$ cat src/rtl/vdic_dut_2022.sv
// Serial frame calculator.
//
// Receives a frame of 2..9 data words followed by one command word on a
// one-bit serial input and returns a status word, plus two result words
// when the status is clean, on a one-bit serial output.
//
// Word format (both directions, MSB first, 11 bits):
//   start(0), type(0 = data, 1 = command), payload[7:0], stop(1)
//
// Ports:
//   clk        rising-edge clock for all logic
//   rst_n      synchronous reset, ACTIVE-HIGH despite the name
//   enable_n   active-low frame enable; din is only looked at while low
//   din        serial request stream
//   dout       serial response stream, 0 whenever dout_valid is low
//   dout_valid high exactly while response bits are on dout
module vdic_dut_2022 (
  input  logic clk,
  input  logic rst_n,
  input  logic enable_n,
  input  logic din,
  output logic dout,
  output logic dout_valid
);

  // Bit index (after the start bit) at which the stop bit arrives on din.
  localparam logic [3:0] RxStopIdx = 4'd9;
  // Bit index of the stop bit within a transmitted word.
  localparam logic [3:0] TxStopIdx = 4'd10;
  // Argument count saturates here: any tenth data word is already an error.
  localparam logic [3:0] CntSat    = 4'd10;
  localparam logic [3:0] MinArgs   = 4'd2;
  localparam logic [3:0] MaxArgs   = 4'd9;

  localparam logic [7:0] OpAnd = 8'h01;
  localparam logic [7:0] OpOr  = 8'h02;
  localparam logic [7:0] OpXor = 8'h03;
  localparam logic [7:0] OpAdd = 8'h04;
  localparam logic [7:0] OpSub = 8'h05;

  localparam logic [7:0] StatusFrameErr = 8'h01;

  typedef enum logic [1:0] {
    StIdle,
    StRxBit,
    StWaitEnHigh
  } rx_state_e;

  typedef enum logic [1:0] {
    StTxIdle,
    StTxStatus,
    StTxMsb,
    StTxLsb
  } tx_state_e;

  function automatic logic [10:0] make_word(input logic is_cmd, input logic [7:0] payload);
    return {1'b0, is_cmd, payload, 1'b1};
  endfunction

  // ---------------------------------------------------------------------------
  // State
  // ---------------------------------------------------------------------------
  rx_state_e   rx_state_q, rx_state_d;
  logic [3:0]  rx_bit_q, rx_bit_d;    // bits received since the start bit
  logic [8:0]  rx_sh_q, rx_sh_d;      // {type, payload} shift register
  logic [3:0]  arg_cnt_q, arg_cnt_d;
  logic [7:0]  arg0_q, arg0_d;        // first argument, needed by SUB
  logic [7:0]  and_q, and_d;
  logic [7:0]  or_q, or_d;
  logic [7:0]  xor_q, xor_d;
  logic [15:0] sum_q, sum_d;          // sum of all arguments, mod 2^16

  tx_state_e   tx_state_q, tx_state_d;
  logic [3:0]  tx_bit_q, tx_bit_d;
  logic [10:0] tx_sh_q, tx_sh_d;      // word being sent, MSB on dout
  logic [15:0] result_q, result_d;
  logic        tx_ok_q, tx_ok_d;      // status was clean: result words follow

  // ---------------------------------------------------------------------------
  // Receiver
  // ---------------------------------------------------------------------------
  logic       tx_busy;
  logic       frame_err;   // stop bit of 0 seen this cycle
  logic       cmd_done;    // command word completed this cycle
  logic       clear_frame;
  logic       word_is_cmd;
  logic [7:0] word_payload;

  assign tx_busy      = (tx_state_q != StTxIdle);
  assign word_is_cmd  = rx_sh_q[8];
  assign word_payload = rx_sh_q[7:0];

  always_comb begin
    rx_state_d  = rx_state_q;
    rx_bit_d    = rx_bit_q;
    rx_sh_d     = rx_sh_q;
    arg_cnt_d   = arg_cnt_q;
    arg0_d      = arg0_q;
    and_d       = and_q;
    or_d        = or_q;
    xor_d       = xor_q;
    sum_d       = sum_q;
    frame_err   = 1'b0;
    cmd_done    = 1'b0;
    clear_frame = 1'b0;

    unique case (rx_state_q)
      StIdle: begin
        if (enable_n) begin
          // Enable dropped between words: any partial frame is discarded.
          clear_frame = 1'b1;
        end else if (!din && !tx_busy) begin
          rx_state_d = StRxBit;
          rx_bit_d   = '0;
        end
      end

      StRxBit: begin
        if (enable_n) begin
          rx_state_d  = StIdle;
          clear_frame = 1'b1;
        end else if (rx_bit_q == RxStopIdx) begin
          rx_bit_d = '0;
          if (!din) begin
            frame_err   = 1'b1;
            rx_state_d  = StWaitEnHigh;
            clear_frame = 1'b1;
          end else if (word_is_cmd) begin
            cmd_done    = 1'b1;
            rx_state_d  = StIdle;
            clear_frame = 1'b1;
          end else begin
            rx_state_d = StIdle;
            if (arg_cnt_q == '0) begin
              arg0_d = word_payload;
              and_d  = word_payload;
              or_d   = word_payload;
              xor_d  = word_payload;
              sum_d  = {8'h00, word_payload};
            end else begin
              and_d = and_q & word_payload;
              or_d  = or_q | word_payload;
              xor_d = xor_q ^ word_payload;
              sum_d = sum_q + {8'h00, word_payload};
            end
            if (arg_cnt_q != CntSat) begin
              arg_cnt_d = arg_cnt_q + 4'd1;
            end
          end
        end else begin
          rx_sh_d  = {rx_sh_q[7:0], din};
          rx_bit_d = rx_bit_q + 4'd1;
        end
      end

      StWaitEnHigh: begin
        if (enable_n) begin
          rx_state_d = StIdle;
        end
      end

      default: rx_state_d = StIdle;
    endcase

    if (clear_frame) begin
      arg_cnt_d = '0;
      arg0_d    = '0;
      and_d     = '0;
      or_d      = '0;
      xor_d     = '0;
      sum_d     = '0;
    end
  end

  // ---------------------------------------------------------------------------
  // Command decode: evaluated against the accumulators as they stand when the
  // command word completes.
  // ---------------------------------------------------------------------------
  logic        err_cnt;
  logic        err_cmd;
  logic [15:0] op_result;
  logic [7:0]  status;

  always_comb begin
    err_cnt   = (arg_cnt_q < MinArgs) || (arg_cnt_q > MaxArgs);
    err_cmd   = 1'b0;
    op_result = '0;
    unique case (word_payload)
      OpAnd:   op_result = {8'h00, and_q};
      OpOr:    op_result = {8'h00, or_q};
      OpXor:   op_result = {8'h00, xor_q};
      OpAdd:   op_result = sum_q;
      // arg0 - (sum - arg0) == 2*arg0 - sum
      OpSub:   op_result = {7'b0, arg0_q, 1'b0} - sum_q;
      default: err_cmd   = 1'b1;
    endcase

    if (frame_err) begin
      status = StatusFrameErr;
    end else begin
      status = {5'b0, err_cnt, err_cmd, 1'b0};
    end
  end

  // ---------------------------------------------------------------------------
  // Transmitter
  // ---------------------------------------------------------------------------
  logic tx_word_end;

  assign tx_word_end = (tx_bit_q == TxStopIdx);

  always_comb begin
    tx_state_d = tx_state_q;
    tx_bit_d   = tx_bit_q;
    tx_sh_d    = tx_sh_q;
    result_d   = result_q;
    tx_ok_d    = tx_ok_q;

    if (tx_busy && !tx_word_end) begin
      tx_sh_d  = {tx_sh_q[9:0], 1'b0};
      tx_bit_d = tx_bit_q + 4'd1;
    end

    unique case (tx_state_q)
      StTxIdle: begin
        // Load in the same edge that samples the final stop bit so the
        // response start bit follows on the very next cycle.
        if (frame_err || cmd_done) begin
          tx_state_d = StTxStatus;
          tx_bit_d   = '0;
          tx_sh_d    = make_word(1'b1, status);
          result_d   = op_result;
          tx_ok_d    = (status == 8'h00);
        end
      end

      StTxStatus: begin
        if (tx_word_end) begin
          tx_bit_d = '0;
          if (tx_ok_q) begin
            tx_state_d = StTxMsb;
            tx_sh_d    = make_word(1'b0, result_q[15:8]);
          end else begin
            tx_state_d = StTxIdle;
            tx_sh_d    = '0;
          end
        end
      end

      StTxMsb: begin
        if (tx_word_end) begin
          tx_state_d = StTxLsb;
          tx_bit_d   = '0;
          tx_sh_d    = make_word(1'b0, result_q[7:0]);
        end
      end

      StTxLsb: begin
        if (tx_word_end) begin
          tx_state_d = StTxIdle;
          tx_bit_d   = '0;
          tx_sh_d    = '0;
        end
      end

      default: tx_state_d = StTxIdle;
    endcase
  end

  assign dout_valid = tx_busy;
  assign dout       = tx_busy & tx_sh_q[10];

  // ---------------------------------------------------------------------------
  // Registers
  // ---------------------------------------------------------------------------
  always_ff @(posedge clk) begin
    if (rst_n) begin
      rx_state_q <= StIdle;
      rx_bit_q   <= '0;
      rx_sh_q    <= '0;
      arg_cnt_q  <= '0;
      arg0_q     <= '0;
      and_q      <= '0;
      or_q       <= '0;
      xor_q      <= '0;
      sum_q      <= '0;
      tx_state_q <= StTxIdle;
      tx_bit_q   <= '0;
      tx_sh_q    <= '0;
      result_q   <= '0;
      tx_ok_q    <= 1'b0;
    end else begin
      rx_state_q <= rx_state_d;
      rx_bit_q   <= rx_bit_d;
      rx_sh_q    <= rx_sh_d;
      arg_cnt_q  <= arg_cnt_d;
      arg0_q     <= arg0_d;
      and_q      <= and_d;
      or_q       <= or_d;
      xor_q      <= xor_d;
      sum_q      <= sum_d;
      tx_state_q <= tx_state_d;
      tx_bit_q   <= tx_bit_d;
      tx_sh_q    <= tx_sh_d;
      result_q   <= result_d;
      tx_ok_q    <= tx_ok_d;
    end
  end

endmodule

$ cat config.mk
export PLATFORM = sky130hd
export DESIGN_NAME = vdic_dut_2022
export DESIGN_NICKNAME = d
export VERILOG_FILES = /design/src/rtl/vdic_dut_2022.sv
export SDC_FILE = /design/constraint.sdc
export NUM_CORES = 1
export LEC_CHECK = 0
export ABC_CLOCK_PERIOD_IN_PS = 2900
export BUFFER_PORTS_ARGS = -buffer_cell sky130_fd_sc_hd__buf_2
export CORE_ASPECT_RATIO = 0.8
export CORE_UTILIZATION = 41
export DETAILED_ROUTE_END_ITERATION = 16
export GPL_TIMING_DRIVEN = 0
export SLEW_MARGIN = 20
export SYNTH_ARGS = -nofsm -noshare
export SYNTH_HDL_FRONTEND = slang
export SYNTH_SLANG_ARGS = --single-unit
export TNS_END_PERCENT = 30
$ cat constraint.sdc
create_clock -name clk -period 2.9 [get_ports clk]
set_clock_uncertainty 0.1 [all_clocks]
set_input_delay 0.435 -clock clk [delete_from_list [all_inputs] [get_ports clk]]
set_output_delay 0.435 -clock clk [all_outputs]
set_load 0.01 [all_outputs]
==> results of run 1 <==
## kinds of logic after synthesis
group | Yosys count | share of synthesized area
buffers and inverters | 67 | 0.0479
AOI/OAI and AO/OA | 175 | 0.205
muxes | 24 | 0.0449
DFF | 101 | 0.367
and+or+nand+nor | 272 | 0.227
xor gates and xnor gates | 28 | 0.0445
adders and majority gates | 27 | 0.0640
## worst register-to-register path: cells and delay by family, from the launching register on
kind | cells | cell delay, ns
buffers and inverters | 2 | 1.02
AOI/OAI and AO/OA | 2 | 0.55
DFF | 1 | 0.40
and+or+nand+nor | 2 | 0.37
adders and majority gates | 1 | 0.19
## sequential cells by signal, summed over array words and instances (netlist names), named ones only
name / cells
rx_bit_q: 4
tx_ok_q: 1
or_q: 8
arg_cnt_q: 4
xor_q: 8
tx_bit_q: 4
tx_sh_q: 11
arg0_q: 8
tx_state_q: 1
result_q: 16
sum_q: 16
rx_state_q: 2
rx_sh_q: 9
and_q: 8
## cell type report
cell class	instances	area, sq um
Timing Repair Buffer	4	20.0
Fill cell	1292	6960
Sequential cell	101	2020
Clock inverter	6	55.1
Clock buffer	10	239
Inverter	25	93.8
Tap cell	175	219
Buffer	42	171
Multi-Input combinational cell	526	3230
## worst paths after layout
| path | from | to | slack [ns] |
|---|---|---|---|
| max | rx_bit_q[0] | and_q[5] | 0.13 |
| min | enable_n | rx_state_q[0] | 0.21 |
| max reg2reg | rx_bit_q[0] | and_q[5] | 0.13 |
| min reg2reg | or_q[7] | or_q[7] | 0.36 |
## metal layers
| layer | global-route usage | vias up |
|---|---|---|
| met2 | 0.372 | 139 |
| met3 | 0.0380 | 13 |
| met1 | 0.329 | 2471 |
| met5 | 0 | - |
| met4 | 0.0606 | 0 |
| li1 | - | 2496 |
## through the flow
step / utilization / instances
finish: 0.465 / 889
global route: 0.465 / 889
CTS: 0.465 / 889
detailed placement: 0.442 / 873
global placement: 0.442 / 873
floorplan: - / 694
## synthesized netlist by cell type, types with 13 or more instances
cell type,number
ha_1,25
a21oi_1,55
mux2i_1,18
nand3_1,21
nand2_1,100
nor3_1,22
a22oi_1,13
nor2_1,71
clkbuf_1,31
inv_1,25
o21ai_0,31
dfxtp_1,101
xnor2_1,21
## what timing repair did
| item | CTS | global route |
|---|---|---|
| setup buffers | 0 | 0 |
| resized for setup | 0 | 1 |
| endpoints found under the setup margin | 0 | 17 |
## where the power goes
part | switching, W | leakage [nW] | internal [W]
logic | 0.0000440 | 1.10 | 0.0000136
registers | 0.00000186 | 0.813 | 0.00139
clock network | 0.000572 | 0.139 | 0.000623
==> qor.yml, run 1 <==
run_status:
  status: "finished clean"
worst_setup_path:
  cp_slowest_cell: "clkbuf_1"
  required_ns: 3.01
  cp_slowest_stage_delay_ns: 0.57
  rr_worst_depth: 7
  path_buf_inv: 2
  crit_path_max_fanout: 10
  path_class: "register to register"
  startpoint_type: "register"
  cp.arrival_ns: 2.88
  crit_path_end_kind: "register"
  crit_family: "buffers and inverters"
  cpMostUsedCell: "clkbuf_1"
  crit_chain: "ha_1 > and3b_1 > a31oi_1 > o21bai_1 > clkbuf_1 > clkbuf_1 > nor2_1"
  cp.depth: 7
sta:
  layout_setup_ws_ns: 0.128
  rsz0062_at_grt: "yes"
  setup_violations: 0
  holdWs_ns: 0.208
  tns_ns: 0
  timing.final.crit_period_ns: 2.77
  slew_headroom: 0.498
  hold_viol_final: 0
  max_freq_mhz: 361
  drv_slew: 0
  min_period_over_period: 0.956
  worst_pin_slew_ns: 0.746
global_routing:
  grt_pass1_vias: 4765
  antenna_found_initial: 0
  grtUsageTotal: 0.235
  grt_max_degree: 19
  grt_overflow: 0
  grt_pass1_wl_mm: 25.3
finish:
  fin_area_sq_um: 6050
  drive_gt1_frac: 0.0574
  final_cell_mix: "dfxtp_1 (101), nand2_1 (100), nor2_1 (71)"
  area_growth_pct: 9.69
  diodes: 0
  mostFrequentLayoutCell: "dfxtp_1"
  layout.nets: 740
synthesis:
  ys_warn_count: 0
  avgSynthCellArea_sq_um: 7.95
  synthTopCellsByArea: "dfxtp_1 (37%), nand2_1 (6.8%), ha_1 (5.7%), a21oi_1 (5.0%), nor2_1 (4.8%)"
  synth-seq-cells: 101
  synth_top_flop_cell: "dfxtp_1"
  synth_cells: 694
  synthArstFlopShare: 0
  syn_nets: 725
  synth_edf_count: 0
  yosysTopAreaCell: "dfxtp_1"
  yosys.area.top_type_share: 0.367
  syn_area_sq_um: 5510
  ys_seq_area_frac: 0.367
  yosysUniqueCellTypes: 58
drt:
  post-route-drc-count: 0
  topRoutingLayerUsed: "met4"
  wl_per_cell_um: 17.6
  wl_met3_um: 941
  drt_wl_total_mm: 15.6
  num_vias: 5119
  drt-pass1-iter-count: 5
  met1_length_mm: 7.62
  drt-vias-per-instance: 5.76
  drt_iter0_markers: 430
  met2WireLength_mm: 6.91
  drtAntennaViolNets: 0
cts:
  clkSlewWorstSetupHoldPaths_ns: 0.07
  cts_hold_buf: 0
  cts_root_buf: "clkbuf_16"
  htreeDepth: 3
  clk_path_buf_depth: 2
  clock_latency_ns: 0.35
  cts_buffers: 9
  cts_tree: "done"
  cts.sinks: 101
floorplan:
  fp-row-count: 37
  start_util: 0.424
  dieWidth_um: 132
  core_area_sq_um: 13000
  dieArea_sq_um: 13900
  num_io_pins: 6
  fp.dieH_um: 106
placement:
  place_area_sq_um: 5750
  io_buffer_count: 4
  globalplace.congestion: 0.972
  hpwl_mm: 11.6
  post-place-ws_ns: 0.215
power_and_ir_drop:
  peakVddDrop_uv: 306
  power_density_nw_per_um2: 437
  design_power_total_w: 0.00264
  p_leak_nw: 2.05
run:
  drv_cap: 0
worst_hold_path:
  hp-class: "input port to register"
  whs_path_depth: 2
Power figures use the tool's default switching activity.
==> inputs of run 2 (changes only) <==
--- a/config.mk
+++ b/config.mk
@@ -12,3 +12,3 @@
 export DETAILED_ROUTE_END_ITERATION = 16
-export GPL_TIMING_DRIVEN = 0
+export GPL_TIMING_DRIVEN = 1
 export SLEW_MARGIN = 20
==> constraint.sdc (replaced) <==
create_clock -name clk -period 2.9 [get_ports clk]
set_clock_uncertainty 0.1 [all_clocks]
set_input_delay 0.145 -clock clk [delete_from_list [all_inputs] [get_ports clk]]
set_output_delay 0.145 -clock clk [all_outputs]
set_load 0.01 [all_outputs]
==> run 2 against run 1 <==
Highest routed layer unchanged; largest cell class unchanged; die area stayed put; largest power group unchanged; sequential cell count stayed put; maximum frequency is 7.3% higher; sequential power hardly changed; routed wire length is 6.6% lower.
==> qor.yml, run 2 (synthesized netlist as in run 1, its figures left out) <==
finish:
  mostFrequentLayoutCell: "dfxtp_1"
  final_cell_mix: "dfxtp_1 (101), nand2_1 (100), nor2_1 (71)"
  multi_input_area_sq_um: 3240  # +0.35%
  top_regs: "result_q x16, sum_q x16, tx_sh_q x11"
  layout.nets: 725  # -2.0%
  area_growth_pct: 10.6
  fillCellCount: 1252  # -3.1%
  diodes: 0  # unchanged
  drive_gt1_frac: 0.0817  # +0.0242
  final-seq-area_sq_um: 2020  # unchanged
worst_hold_path:
  hp-class: "input port to register"
drt:
  wl_met3_um: 653  # -31%
  wl_per_cell_um: 16.7  # -4.9%
  drt-vias-per-instance: 5.63  # -2.3%
  drt_iter0_markers: 446  # +3.7%
  topRoutingLayerUsed: "met4"
  met2WireLength_mm: 6.42  # -7.1%
  num_vias: 4912  # -4.0%
  drt-pass1-iter-count: 5  # unchanged
  drt_wl_total_mm: 14.6  # -6.6%
  met1_length_mm: 7.36  # -3.3%
  post-route-drc-count: 0  # unchanged
  drtAntennaViolNets: 0  # unchanged
power_and_ir_drop:
  peakVddDrop_uv: 282  # -8.0%
  p_leak_nw: 2.11  # +2.6%
  power_density_nw_per_um2: 438  # +0.37%
worst_setup_path:
  cp_slowest_cell: "fa_1"
  path_buf_inv: 1  # -1
  required_ns: 3.08  # +0.07 ns
  cp.arrival_ns: 2.77  # -0.11 ns
  startpoint_type: "register"
  crit_family: "compound AO/OA/AOI/OAI gates"
  cp_slowest_stage_delay_ns: 0.48  # -0.09 ns
  crit_path_end_kind: "register"
  crit_chain: "inv_1 > fa_1 > a211oi_2 > nor3_1 > o41ai_2 > xnor2_1 > or4_1 > a21oi_1"
  path_class: "register to register"
  crit_path_max_fanout: 4  # -6
sta:
  layout_setup_ws_ns: 0.317  # +0.189 ns
  tns_ns: 0  # unchanged
  slew_headroom: 0.383  # -0.115
  hold_viol_final: 0  # unchanged
  rsz0062_at_grt: "no"
  min_period_over_period: 0.891  # -0.0653
  timing.final.crit_period_ns: 2.58  # -0.189 ns
  setup_violations: 0  # unchanged
  max_freq_mhz: 387  # +7.3%
  holdWs_ns: 0.0666  # -0.142 ns
  worst_pin_slew_ns: 0.922  # +0.175 ns
  drv_slew: 0  # unchanged
floorplan:
  core_area_sq_um: 13000  # unchanged
  dieWidth_um: 132  # unchanged
  num_io_pins: 6  # unchanged
  fp-row-count: 37  # unchanged
  start_util: 0.424  # unchanged
  dieArea_sq_um: 13900  # unchanged
  fp.dieH_um: 106  # unchanged
global_routing:
  grt_pass1_vias: 4711  # -1.1%
  grt_pass1_wl_mm: 24.5  # -3.3%
  grt_overflow: 0  # unchanged
  grtUsageTotal: 0.222  # -0.0129
  antenna_found_initial: 0  # unchanged
  grt_max_degree: 27  # +8
run_status:
  status: "finished clean"
cts:
  clkSlewWorstSetupHoldPaths_ns: 0.07  # about the same
  cts_buffers: 9  # unchanged
  cts_root_buf: "clkbuf_16"
  cts_repair_resize_count: 0  # unchanged
  htreeDepth: 3  # unchanged
  clk_path_buf_depth: 2  # unchanged
  cts.sinks: 101  # unchanged
  clock_latency_ns: 0.35  # about the same
  cts_tree: "done"
run:
  drv_cap: 0  # unchanged
placement:
  io_buffer_count: 5  # +1
  post-place-ws_ns: 0.343  # +0.129 ns
  hpwl_mm: 10.5  # -9.1%
  globalplace.congestion: 0.859  # -12%
-- run 2: changes by cell type in the layout (fill, tap and decap cells not counted), moves of 2 or more --
cell      delta
buf_4       +23
buf_1        -2
clkbuf_1    -30
buf_2        -6
-- run 2: layout make-up --
type | instances | share of cell area
clock buffer | 10 | 0.0375
clock inverter | 5 | 0.0101
inverter | 25 | 0.0154
multi-input combinational | 526 | 0.531
sequential | 101 | 0.331
tap | 175 | 0.0359
timing repair buffer | 31 | 0.0386
-- run 2: path summary, 6_finish.rpt --
path	from	to	slack, ns	cells after the start
worst min-delay path	rst_n	tx_bit_q[0]	0.07	2
worst min register to register	tx_sh_q[7]	tx_sh_q[7]	0.35	2
worst max-delay path	sum_q[1]	result_q[12]	0.32	8
worst max register to register	sum_q[1]	result_q[12]	0.32	8
-- run 2: routing by layer --
layer,global-route usage,vias up
li1,-,2458
met1,0.314,2322
met2,0.343,114
met3,0.0380,18
met4,0.0640,0
met5,0,-
-- run 2: power breakdown --
group / leakage (nW) / switching (W) / total [W] / internal [W]
clock network: 0.136 / 0.000554 / 0.00122 / 0.000670
registers: 0.813 / 0.00000199 / 0.00139 / 0.00139
logic: 1.16 / 0.0000417 / 0.0000600 / 0.0000184
total: 2.11 / 0.000598 / 0.00267 / 0.00208
-- run 2: timing repair --
action / in CTS / in global routing
setup buffers: 0 / 0
endpoints found under the hold margin: 2 / 0
hold buffers: 1 / 0
endpoints found under the setup margin: 0 / 0
-- run 2: metrics by stage --
stage | util | cells | area, sq um | total power, W
after floorplan | - | 694 | 5510 | 0.00146
after global placement | 0.446 | 857 | 5800 | 0.00148
after detailed placement | 0.446 | 857 | 5800 | 0.00148
after CTS | 0.469 | 873 | 6100 | 0.00270
after global routing | 0.469 | 873 | 6100 | 0.00275
final | 0.469 | 873 | 6100 | 0.00267
